**src/rtl/alu_control_fsm_if.sv**
```systemverilog
// Issue/control bundle between the multicycle sequencer (master) and the datapath it steers (slave).
interface alu_control_fsm_if #(
    parameter int WORD_SIZE = 16,
    parameter int CNT_W     = 16
);
    logic                 inst_valid;
    logic                 inst_ready;
    logic [WORD_SIZE-1:0] inst;
    logic                 mem_done;
    logic                 alu_b_result;
    logic [3:0]           alu_func;
    logic                 alu_a_sel;
    logic [1:0]           alu_b_sel;
    logic                 pc_write;
    logic [1:0]           pc_src;
    logic                 reg_write;
    logic [1:0]           reg_dst;
    logic                 mem_read;
    logic                 mem_write;
    logic                 wwd_valid;
    logic                 halted;
    logic [CNT_W-1:0]     num_inst;

    modport master (
        input  inst_valid, inst, mem_done, alu_b_result,
        output inst_ready, alu_func, alu_a_sel, alu_b_sel, pc_write, pc_src,
               reg_write, reg_dst, mem_read, mem_write, wwd_valid, halted, num_inst
    );

    modport slave (
        output inst_valid, inst, mem_done, alu_b_result,
        input  inst_ready, alu_func, alu_a_sel, alu_b_sel, pc_write, pc_src,
               reg_write, reg_dst, mem_read, mem_write, wwd_valid, halted, num_inst
    );
endinterface

```
**src/rtl/alu_control_fsm.sv**
```systemverilog
// Multicycle FETCH/DECODE/EXEC/MEM/WB sequencer driving the 16-bit ALU, PC, register file and memory.
// Define ALU_CTRL_ILLEGAL_EN to add the sticky illegal_inst port; otherwise undefined opcodes retire as NOPs.
module alu_control_fsm #(
    parameter int WORD_SIZE = 16,
    parameter int CNT_W     = 16
) (
    input  logic clk,
    input  logic reset_n,
    alu_control_fsm_if.master bus
`ifdef ALU_CTRL_ILLEGAL_EN
    ,
    output logic illegal_inst
`endif
);
    // ALU funcCode encodings
    localparam logic [3:0] FUNC_ADD = 4'd0, FUNC_ORR = 4'd3, FUNC_LHI = 4'd8,
                           FUNC_BNE = 4'd9, FUNC_BEQ = 4'd10, FUNC_BGZ = 4'd11,
                           FUNC_BLZ = 4'd12, FUNC_JMP = 4'd13;

    typedef enum logic [2:0] {FETCH, DECODE, EXEC, MEM, WB, HALT} state_t;
    typedef enum logic [3:0] {C_RALU, C_ADI, C_ORI, C_LHI, C_BR, C_JMP, C_JAL, C_JPR,
                              C_JRL, C_LWD, C_SWD, C_WWD, C_HLT, C_ILL} cls_t;

    state_t               state_q, state_d;
    logic [WORD_SIZE-1:0] inst_q;
    logic [CNT_W-1:0]     num_q;
    logic                 retire;
    cls_t                 cls;
    logic [3:0]           op;
    logic [5:0]           func;
    logic                 unused_fields;

    logic       ready_c, a_sel_c, pc_write_c, reg_write_c;
    logic       mem_read_c, mem_write_c, wwd_c, halted_c;
    logic [3:0] func_c;
    logic [1:0] b_sel_c, pc_src_c, reg_dst_c;
`ifdef ALU_CTRL_ILLEGAL_EN
    logic       ill_set, illegal_q;
`endif

    assign op            = inst_q[15:12];
    assign func          = inst_q[5:0];
    assign unused_fields = ^inst_q[11:6];

    always_comb begin
        cls = C_ILL;
        case (op)
            4'd0, 4'd1, 4'd2, 4'd3: cls = C_BR;
            4'd4:  cls = C_ADI;
            4'd5:  cls = C_ORI;
            4'd6:  cls = C_LHI;
            4'd7:  cls = C_LWD;
            4'd8:  cls = C_SWD;
            4'd9:  cls = C_JMP;
            4'd10: cls = C_JAL;
            4'd15: begin
                if (func <= 6'd7) cls = C_RALU;
                else if (func == 6'd25) cls = C_JPR;
                else if (func == 6'd26) cls = C_JRL;
                else if (func == 6'd28) cls = C_WWD;
                else if (func == 6'd29) cls = C_HLT;
                else cls = C_ILL;
            end
            default: cls = C_ILL;
        endcase
    end

    always_comb begin
        state_d     = state_q;
        retire      = 1'b0;
        ready_c     = 1'b0;
        func_c      = 4'd0;
        a_sel_c     = 1'b0;
        b_sel_c     = 2'd0;
        pc_write_c  = 1'b0;
        pc_src_c    = 2'd0;
        reg_write_c = 1'b0;
        reg_dst_c   = 2'd0;
        mem_read_c  = 1'b0;
        mem_write_c = 1'b0;
        wwd_c       = 1'b0;
        halted_c    = 1'b0;
`ifdef ALU_CTRL_ILLEGAL_EN
        ill_set     = 1'b0;
`endif
        case (state_q)
            FETCH: begin
                ready_c = 1'b1;
                if (bus.inst_valid) state_d = DECODE;
            end
            DECODE: begin
                // PC+1 is computed for every instruction, including undefined ones
                func_c     = FUNC_ADD;
                b_sel_c    = 2'd3;
                pc_write_c = 1'b1;
                state_d    = EXEC;
`ifdef ALU_CTRL_ILLEGAL_EN
                if (cls == C_ILL) begin
                    ill_set = 1'b1;
                    state_d = HALT;
                end
`endif
            end
            EXEC: begin
                state_d = FETCH;
                retire  = 1'b1;
                case (cls)
                    C_RALU: begin
                        func_c = func[3:0]; a_sel_c = 1'b1; state_d = WB; retire = 1'b0;
                    end
                    C_ADI: begin
                        func_c = FUNC_ADD; a_sel_c = 1'b1; b_sel_c = 2'd1; state_d = WB; retire = 1'b0;
                    end
                    C_ORI: begin
                        func_c = FUNC_ORR; a_sel_c = 1'b1; b_sel_c = 2'd2; state_d = WB; retire = 1'b0;
                    end
                    C_LHI: begin
                        func_c = FUNC_LHI; a_sel_c = 1'b1; b_sel_c = 2'd2; state_d = WB; retire = 1'b0;
                    end
                    C_BR: begin
                        case (op[1:0])
                            2'd0:    func_c = FUNC_BNE;
                            2'd1:    func_c = FUNC_BEQ;
                            2'd2:    func_c = FUNC_BGZ;
                            default: func_c = FUNC_BLZ;
                        endcase
                        a_sel_c = 1'b1;
                        // Branch flag comes back combinationally from the ALU in this same cycle
                        pc_write_c = bus.alu_b_result;
                        pc_src_c   = bus.alu_b_result ? 2'd1 : 2'd0;
                    end
                    C_JMP, C_JAL: begin
                        func_c = FUNC_JMP; b_sel_c = 2'd2; pc_write_c = 1'b1; pc_src_c = 2'd2;
                        if (cls == C_JAL) begin
                            state_d = WB; retire = 1'b0;
                        end
                    end
                    C_JPR, C_JRL: begin
                        a_sel_c = 1'b1; pc_write_c = 1'b1; pc_src_c = 2'd3;
                        if (cls == C_JRL) begin
                            state_d = WB; retire = 1'b0;
                        end
                    end
                    C_LWD, C_SWD: begin
                        func_c = FUNC_ADD; a_sel_c = 1'b1; b_sel_c = 2'd1; state_d = MEM; retire = 1'b0;
                    end
                    C_WWD: begin
                        a_sel_c = 1'b1; wwd_c = 1'b1;
                    end
                    C_HLT: begin
                        halted_c = 1'b1; state_d = HALT;
                    end
                    default: ;
                endcase
            end
            MEM: begin
                mem_read_c  = (cls == C_LWD);
                mem_write_c = (cls == C_SWD);
                if (bus.mem_done) begin
                    if (cls == C_LWD) begin
                        state_d = WB;
                    end else begin
                        state_d = FETCH;
                        retire  = 1'b1;
                    end
                end
            end
            WB: begin
                reg_write_c = 1'b1;
                if (cls == C_RALU) reg_dst_c = 2'd1;
                else if (cls == C_JAL || cls == C_JRL) reg_dst_c = 2'd2;
                else reg_dst_c = 2'd0;
                state_d = FETCH;
                retire  = 1'b1;
            end
            HALT: halted_c = 1'b1;
            default: state_d = FETCH;
        endcase
    end

    always_ff @(posedge clk or negedge reset_n) begin
        if (!reset_n) begin
            state_q <= FETCH;
            num_q   <= '0;
        end else begin
            state_q <= state_d;
            if (retire) num_q <= num_q + CNT_W'(1);
        end
    end

    // Instruction word is datapath state and needs no reset
    always_ff @(posedge clk) begin
        if (state_q == FETCH && bus.inst_valid) inst_q <= bus.inst;
    end

`ifdef ALU_CTRL_ILLEGAL_EN
    always_ff @(posedge clk or negedge reset_n) begin
        if (!reset_n)     illegal_q <= 1'b0;
        else if (ill_set) illegal_q <= 1'b1;
    end
    assign illegal_inst = illegal_q;
`endif

    // FETCH is the reset state, so ready is masked to keep all outputs low while reset is held
    assign bus.inst_ready = ready_c & reset_n;
    assign bus.alu_func   = func_c;
    assign bus.alu_a_sel  = a_sel_c;
    assign bus.alu_b_sel  = b_sel_c;
    assign bus.pc_write   = pc_write_c;
    assign bus.pc_src     = pc_src_c;
    assign bus.reg_write  = reg_write_c;
    assign bus.reg_dst    = reg_dst_c;
    assign bus.mem_read   = mem_read_c;
    assign bus.mem_write  = mem_write_c;
    assign bus.wwd_valid  = wwd_c;
    assign bus.halted     = halted_c;
    assign bus.num_inst   = num_q;
endmodule

```
**src/flat_wrapper.sv**
```systemverilog
// flat-port wrapper written by rule: the top's interface ports become plain ports
module alu_control_fsm_flat 
#(
    parameter int WORD_SIZE = 16,
    parameter int CNT_W     = 16
)
  (clk, reset_n, bus_inst_valid, bus_inst, bus_mem_done, bus_alu_b_result, bus_inst_ready, bus_alu_func, bus_alu_a_sel, bus_alu_b_sel, bus_pc_write, bus_pc_src, bus_reg_write, bus_reg_dst, bus_mem_read, bus_mem_write, bus_wwd_valid, bus_halted, bus_num_inst);
  alu_control_fsm_if #(.WORD_SIZE(WORD_SIZE), .CNT_W(CNT_W)) bus_i ();
  input  logic clk;
  input  logic reset_n;
  input wire logic [$bits(bus_i.inst_valid)-1:0] bus_inst_valid;
  input wire logic [$bits(bus_i.inst)-1:0] bus_inst;
  input wire logic [$bits(bus_i.mem_done)-1:0] bus_mem_done;
  input wire logic [$bits(bus_i.alu_b_result)-1:0] bus_alu_b_result;
  output wire logic [$bits(bus_i.inst_ready)-1:0] bus_inst_ready;
  output wire logic [$bits(bus_i.alu_func)-1:0] bus_alu_func;
  output wire logic [$bits(bus_i.alu_a_sel)-1:0] bus_alu_a_sel;
  output wire logic [$bits(bus_i.alu_b_sel)-1:0] bus_alu_b_sel;
  output wire logic [$bits(bus_i.pc_write)-1:0] bus_pc_write;
  output wire logic [$bits(bus_i.pc_src)-1:0] bus_pc_src;
  output wire logic [$bits(bus_i.reg_write)-1:0] bus_reg_write;
  output wire logic [$bits(bus_i.reg_dst)-1:0] bus_reg_dst;
  output wire logic [$bits(bus_i.mem_read)-1:0] bus_mem_read;
  output wire logic [$bits(bus_i.mem_write)-1:0] bus_mem_write;
  output wire logic [$bits(bus_i.wwd_valid)-1:0] bus_wwd_valid;
  output wire logic [$bits(bus_i.halted)-1:0] bus_halted;
  output wire logic [$bits(bus_i.num_inst)-1:0] bus_num_inst;
  assign bus_i.inst_valid = bus_inst_valid;
  assign bus_i.inst = bus_inst;
  assign bus_i.mem_done = bus_mem_done;
  assign bus_i.alu_b_result = bus_alu_b_result;
  assign bus_inst_ready = bus_i.inst_ready;
  assign bus_alu_func = bus_i.alu_func;
  assign bus_alu_a_sel = bus_i.alu_a_sel;
  assign bus_alu_b_sel = bus_i.alu_b_sel;
  assign bus_pc_write = bus_i.pc_write;
  assign bus_pc_src = bus_i.pc_src;
  assign bus_reg_write = bus_i.reg_write;
  assign bus_reg_dst = bus_i.reg_dst;
  assign bus_mem_read = bus_i.mem_read;
  assign bus_mem_write = bus_i.mem_write;
  assign bus_wwd_valid = bus_i.wwd_valid;
  assign bus_halted = bus_i.halted;
  assign bus_num_inst = bus_i.num_inst;
  alu_control_fsm #(.WORD_SIZE(WORD_SIZE), .CNT_W(CNT_W)) u_core (.clk(clk), .reset_n(reset_n), .bus(bus_i));
endmodule
```
**config.mk**
```make
export PLATFORM = sky130hd
export DESIGN_NAME = alu_control_fsm_flat
export DESIGN_NICKNAME = d
export VERILOG_FILES = /design/src/rtl/alu_control_fsm_if.sv /design/src/rtl/alu_control_fsm.sv /design/src/flat_wrapper.sv
export SDC_FILE = /design/constraint.sdc
export NUM_CORES = 1
export LEC_CHECK = 0
export BUFFER_PORTS_ARGS = -buffer_cell sky130_fd_sc_hd__buf_2
export CAP_MARGIN = 20
export CORE_MARGIN = 5
export CORE_UTILIZATION = 37
export CTS_CLUSTER_SIZE = 30
export DETAILED_ROUTE_END_ITERATION = 10
export GPL_ROUTABILITY_DRIVEN = 0
export HOLD_SLACK_MARGIN = 0.06
export REMOVE_ABC_BUFFERS = 1
export SYNTH_ARGS = -nofsm -noshare
export SYNTH_HDL_FRONTEND = slang
export SYNTH_SLANG_ARGS = --single-unit
```
**constraint.sdc**
```tcl
create_clock -name clk -period 2.8 [get_ports clk]
set_input_delay 0.14 -clock clk [delete_from_list [all_inputs] [get_ports clk]]
set_output_delay 0.14 -clock clk [all_outputs]
set_load 0.02 [all_outputs]
```
==> reports/metrics.yaml, run 1 <==
synth_cell_type_count: 63
finalNetCount: 328
finalCritPeriodShare: 0.974
synth_top_area_frac: 0.225
regToRegSetupSlack_ns: 0.19
die_area_um2: 7310
yosys.area.top_type: "dfrtp_1"
fp-row-count: 27
r2r-start: "u_core.inst_q[12]$_DFFE_PP_"
final.min_clock_period_ns: 2.73
worst_pin_slew_ns: 0.524
initialDrtViolationCount: 83
crit_type: "register to output pin"
wl_per_cell_um: 14.1
rsz0062_at_grt: "yes"
required_ns: 2.66
antenna_left: 0
io_pins: 55
slowest_delay_ns: 0.47
worstPathArrival_ns: 2.59
vdd_ir_drop_max_uv: 639
ys.flop_type: "dfrtp_1"
fin_skew_ns: 0.00963
synth_area_per_cell_um2: 9.46
status: "completed"
multiInputGateArea_um2: 1360
powerDensity_nw_per_um2: 943
hold_path_depth: 4
place_area_um2: 2440
final_util: 0.531
overflow: 0
post-route-cell-area_um2: 2940
cpLargestDelayFamily: "simple AND/OR/NAND/NOR gates"
netlist_area_um2: 2110
numPortBuffers: 48
cpMaxStageDelayCell: "edfxtp_1"
holdCritStartpoint: "bus_mem_done"
via_count: 1942
grt_pass1_wl_um: 8380
cp_cell_sequence: "buf_4, ha_4, nand2b_1, a21o_1, a32oi_4, buf_6, nor2b_2, nand3_1, a21oi_2, or2_2, buf_2"
drv_cap: 0
synth_area_leaders: "dfrtp_1 23%, edfxtp_1 14%, xor2_1 5.4%"
dp_hpwl_um: 3650
clk_pin_slew_ns: 0.07
routed_wl_um: 5290
clock-sinks: 29
avgViaCountPerCell: 5.18
synthCells: 223
worst-path-max-fanout: 7
max_freq_mhz: 367
hold_end: "u_core.state_q[1]$_DFFE_PN0P_"
die_x_um: 85.5
clk_latency_ns: 0.28
grt.total_usage: 0.138
setup_viol: 0
timing.rr.end: "u_core.bus.num_inst[8]$_DFFE_PN0P_"
grt_pass1_vias: 1797
relSlewSlack: 0.651
start_kind: "register"
area_growth_pct: 39.4
antenna_cells: 0
die_h_um: 85.5
yosysWarningCount: 0
hold_slack_ns: 0.206
drive_gt1_frac: 0.386
synth_seq_cells: 29
drv_slew: 0
critPathBufInv: 3
numCtsBuffers: 5
reg2regPathDepth: 11
drc_errors: 0
cts_buffer_depth: 2
htreeDepth: 2
synth_enable_flop_cells: 10
p_leak_nw: 1.15
hp-class: "input port to register"
start_util: 0.381
cts_tree: "built"
antenna_found_initial: 0
cts_root_buf: "clkbuf_8"
core-area_um2: 5540
grt_max_degree: 21
yosysSeqAreaShare: 0.368
finalSetupTns_ns: 0
seq_area_um2: 776
end_kind: "output pin"
drt_first_pass_iters: 4
final_hold_viol_count: 0
nFillCells: 520
synthArstFlopShare: 0.655
-- how the worst max path moves through the flow --
stage                                              end                   startpoint  slack [ns]  depth (start not counted)
floorplan           u_core.bus.num_inst[1]$_DFFE_PN0P_  u_core.inst_q[12]$_DFFE_PP_       -0.07                          8
global placement                          bus_pc_write  u_core.inst_q[12]$_DFFE_PP_        0.22                         10
detailed placement                        bus_pc_write  u_core.inst_q[12]$_DFFE_PP_        0.15                         10
CTS                                       bus_pc_write  u_core.inst_q[12]$_DFFE_PP_      0.0002                         10
global route                           bus_alu_func[0]  u_core.inst_q[12]$_DFFE_PP_       -0.04                         12
finish                                    bus_pc_write  u_core.inst_q[12]$_DFFE_PP_        0.07                         11
-- per-stage QoR --
step	std cells	power [mW]	worst slack (ns)
after floorplan	210	1.63	-0.0668
after global placement	338	2.05	0.223
after detailed placement	338	2.08	0.155
after CTS	358	2.58	0.000240
after global routing	375	2.97	-0.0386
final	375	2.77	0.0735
-- sequential cells by signal (all words and copies together), names as in the netlist --
signal and cells:
u_core.inst_q 10, u_core.state_q 3, u_core.bus.num_inst 16
-- cell families after synthesis --
| family | after synthesis | synth area share |
|---|---|---|
| and+or+nand+nor | 90 | 0.244 |
| AOI/OAI and AO/OA | 60 | 0.225 |
| DFF | 29 | 0.368 |
| xor gates and xnor gates | 20 | 0.0830 |
| buffers and inverters | 18 | 0.0451 |
| adders and majority gates | 5 | 0.0297 |
| muxes | 1 | 0.00534 |
-- routing by layer --
layer | share of wire | GRT usage | vias up
met5 | 0 | 0 | -
met3 | 0.039 | 0.0250 | 6
met2 | 0.45 | 0.211 | 38
met1 | 0.50 | 0.196 | 922
li1 | - | - | 976
met4 | 0.011 | 0.0460 | 0
-- cell usage after synthesis, types with 3 or more instances --
library cell,instances
ha_1,5
xnor2_1,7
o21a_1,3
o22ai_1,3
o21ai_0,9
nor2_1,14
xor2_1,13
nand2_1,23
a211oi_2,5
edfxtp_1,10
clkbuf_1,3
nand3_1,8
inv_1,5
dfrtp_1,19
and3_1,4
nor2b_1,3
nand2b_1,5
a211oi_1,4
a21oi_1,15
buf_2,7
nand3b_1,4
nor3_1,6
-- layout make-up --
| cell class | instances | share of cell area |
|---|---|---|
| Clock buffer | 7 | 0.0404 |
| Clock inverter | 1 | 0.00170 |
| Inverter | 5 | 0.00638 |
| Multi-Input combinational cell | 176 | 0.461 |
| Sequential cell | 29 | 0.264 |
| Tap cell | 72 | 0.0306 |
| Timing Repair Buffer | 85 | 0.196 |
-- tightest hold or removal path, cell delays in order --
cell,delay (ns)
buf_2,0.13
nand2_1,0.06
nand2_1,0.06
a21oi_1,0.06
-- report_power, final --
| group | internal (mW) | leakage (nW) | switching, mW |
|---|---|---|---|
| combinational | 0.707 | 0.782 | 0.874 |
| clock | 0.281 | 0.0645 | 0.166 |
| sequential | 0.571 | 0.299 | 0.173 |
-- layout by cell type (no fill, tap or decap), drive strengths merged, types with 2 or more instances in the layout --
cell	count
a31oi	2
or2	2
inv	5
xnor2	7
a22oi	2
buf	73
nor3	7
or3	2
or3b	2
nand3	10
nand2b	5
o22ai	3
nand2	24
nor4b	2
a211oi	10
nor2b	3
nand3b	5
o21ai	10
o21a	3
clkbuf	8
nor2	15
edfxtp	10
dlygate4sd3	11
ha	5
and2	2
and3	4
xor2	13
a21oi	15
dfrtp	19
nor4	2
-- timing repair --
item / in CTS / in global routing
endpoints found under the hold margin: 29 / 0
endpoints found under the setup margin: 9 / 10
pin swaps: 2 / 5
hold buffers: 11 / 0
setup buffers: 1 / 17
resized for setup: 6 / 25
(Power assumes the default switching activity.)
==> run 2, diff against run 1 <==
--- a/config.mk
+++ b/config.mk
@@ -13,6 +13,7 @@
 export DETAILED_ROUTE_END_ITERATION = 10
 export GPL_ROUTABILITY_DRIVEN = 0
 export HOLD_SLACK_MARGIN = 0.06
+export PLACE_DENSITY = 0.64
 export REMOVE_ABC_BUFFERS = 1
 export SYNTH_ARGS = -nofsm -noshare
 export SYNTH_HDL_FRONTEND = slang
==> constraint.sdc (replaced) <==
create_clock -name clk -period 2.45 [get_ports clk]
set_input_delay 0.1225 -clock clk [delete_from_list [all_inputs] [get_ports clk]]
set_output_delay 0.1225 -clock clk [all_outputs]
set_load 0.02 [all_outputs]
==> run 2 against run 1 <==
- the flow now finishes with violations (negative setup slack)
- total power increased by 36%
- sequential power increased by 13%
- routed wire length increased by 14%
- global-route usage increased by 1.6 points
- cell count increased by 9.1%
- utilization increased by 9.7 points
- combinational power increased by 62%
- sequential cell count unchanged
==> reports/metrics.yaml, run 2 (same netlist as run 1, synthesis figures left out) <==
status: "complete, but fails checks"
violations: "negative setup slack"
initialDrtViolationCount: 100  # +20%
drv_cap: 0  # unchanged
overflow: 0  # unchanged
start_util: 0.381  # unchanged
required_ns: 2.33  # -0.33 ns
grt_max_degree: 21  # unchanged
clk_pin_slew_ns: 0.06  # about the same
powerDensity_nw_per_um2: 1090  # +15%
avgViaCountPerCell: 5.13  # -0.85%
hold_slack_ns: 0.204  # -0.00180 ns
setup_viol: 32  # +32
finalSetupTns_ns: -4.89  # -4.89 ns
dp_hpwl_um: 3780  # +3.6%
largest_register_ffs: 16  # unchanged
layout_common_cells: "52 x buf_4, 35 x buf_2, 19 x nand2_1, 19 x dfrtp_1, 17 x buf_6"
die_h_um: 85.5  # unchanged
place_inst: 360  # +6.5%
cts_tree: "built"
final_hold_viol_count: 0  # unchanged
antenna_found_initial: 0  # unchanged
drc_errors: 0  # unchanged
final_util: 0.628  # +0.0969
hp-class: "input port to register"
die_area_um2: 7310  # unchanged
end_kind: "output pin"
numPortBuffers: 48  # unchanged
cts_root_buf: "clkbuf_8"
relSlewSlack: 0.710  # +0.0598
wl_per_cell_um: 14.8  # +4.7%
worst_pin_slew_ns: 0.434  # -0.0897 ns
htreeDepth: 2  # unchanged
fp-row-count: 27  # unchanged
area_growth_pct: 64.8
worstPathArrival_ns: 2.56  # -0.03 ns
cts_buffer_depth: 2  # unchanged
drive_gt1_frac: 0.522  # +0.136
layout_setup_ws_ns: -0.233  # -0.307 ns
finalNetCount: 362  # +10%
clk_latency_ns: 0.28  # about the same
rsz0062_at_grt: "yes"
clock-sinks: 29  # unchanged
final.min_clock_period_ns: 2.68
fin_cells: 409  # +9.1%
grt.total_usage: 0.154  # +0.0163
finalCritPeriodShare: 1.10
worst-path-max-fanout: 7  # unchanged
p_leak_nw: 1.39  # +21%
drt_first_pass_iters: 4  # unchanged
start_kind: "register"
core-area_um2: 5540  # unchanged
mostFrequentLayoutCell: "buf_4"
drv_slew: 0  # unchanged
crit_type: "register to output pin"
io_pins: 55  # unchanged
numCtsBuffers: 5  # unchanged
vdd_ir_drop_max_uv: 910  # +43%
antenna_left: 0  # unchanged
fin_skew_ns: 0.00846  # -0.00117 ns
routed_wl_um: 6040  # +14%
max_freq_mhz: 373
via_count: 2100  # +8.1%
grt_pass1_wl_um: 9380  # +12%
grt_pass1_vias: 2058  # +15%
antenna_cells: 0  # unchanged
die_x_um: 85.5  # unchanged
[run 2: worst paths after layout]
| check | start | end | slack, ns | cells past startpoint |
|---|---|---|---|---|
| worst max register to register | u_core.inst_q[13]$_DFFE_PP_ | u_core.bus.num_inst[1]$_DFFE_PN0P_ | -0.21 | 11 |
| min in group asynchronous | reset_n | u_core.state_q[1]$_DFFE_PN0P_ | 0.32 | 2 |
| max in group asynchronous | reset_n | u_core.bus.num_inst[0]$_DFFE_PN0P_ | 1.82 | 2 |
| worst min register to register | u_core.bus.num_inst[15]$_DFFE_PN0P_ | u_core.bus.num_inst[15]$_DFFE_PN0P_ | 0.49 | 1 |
| worst max-delay path | u_core.inst_q[13]$_DFFE_PP_ | bus_alu_func[2] | -0.23 | 12 |
| worst min-delay path | bus_mem_done | u_core.state_q[1]$_DFFE_PN0P_ | 0.20 | 4 |
[run 2: layout make-up]
cell class,instances,area (um^2)
flip-flops and latches,29,776
inverters,5,18.8
clock inverters,2,10.0
clock buffers,6,72.6
well taps,72,90.1
multi-input cells,176,1560
repair buffers,119,955
fillers,451,2060
[run 2: where the power goes]
group,internal [mW],switching [mW]
Sequential,0.653,0.189
Clock,0.196,0.171
Combinational,1.29,1.28
Total,2.14,1.64
[run 2: metrics by stage]
step | instance area (um^2) | power, mW | setup slack, ns
6_report | 3480 | 3.77 | -0.233
3_5_place_dp | 2610 | 2.52 | -0.143
3_3_place_gp | 2610 | 2.49 | -0.0688
4_1_cts | 3270 | 3.50 | -0.117
5_1_grt | 3480 | 4.03 | -0.358
2_1_floorplan | 2030 | 1.87 | -0.417
[run 2: worst max-delay path, cell delays in order (launching register included)]
cell and delay, ns:
edfxtp_1 0.45, buf_6 0.16, ha_4 0.17, buf_6 0.13
nor2_4 0.16, nor2_2 0.06, a221oi_2 0.30, buf_4 0.21
and3_1 0.18, o21a_1 0.11, o21ai_1 0.05, a21oi_1 0.15
buf_4 0.17
[run 2: repair_timing]
item,4_1_cts,5_1_grt
setup buffers,20,8
endpoints found under the setup margin,31,32
endpoints found under the hold margin,29,0
hold buffers,11,0
gates resized for setup,71,29
pin swaps,30,12
gates cloned,2,0
[run 2: routing by layer]
layer  wire [um]  global-route usage
met1        2700               0.211
met2        2980               0.251
met3         253              0.0288
met4          97              0.0388
met5           0                   0
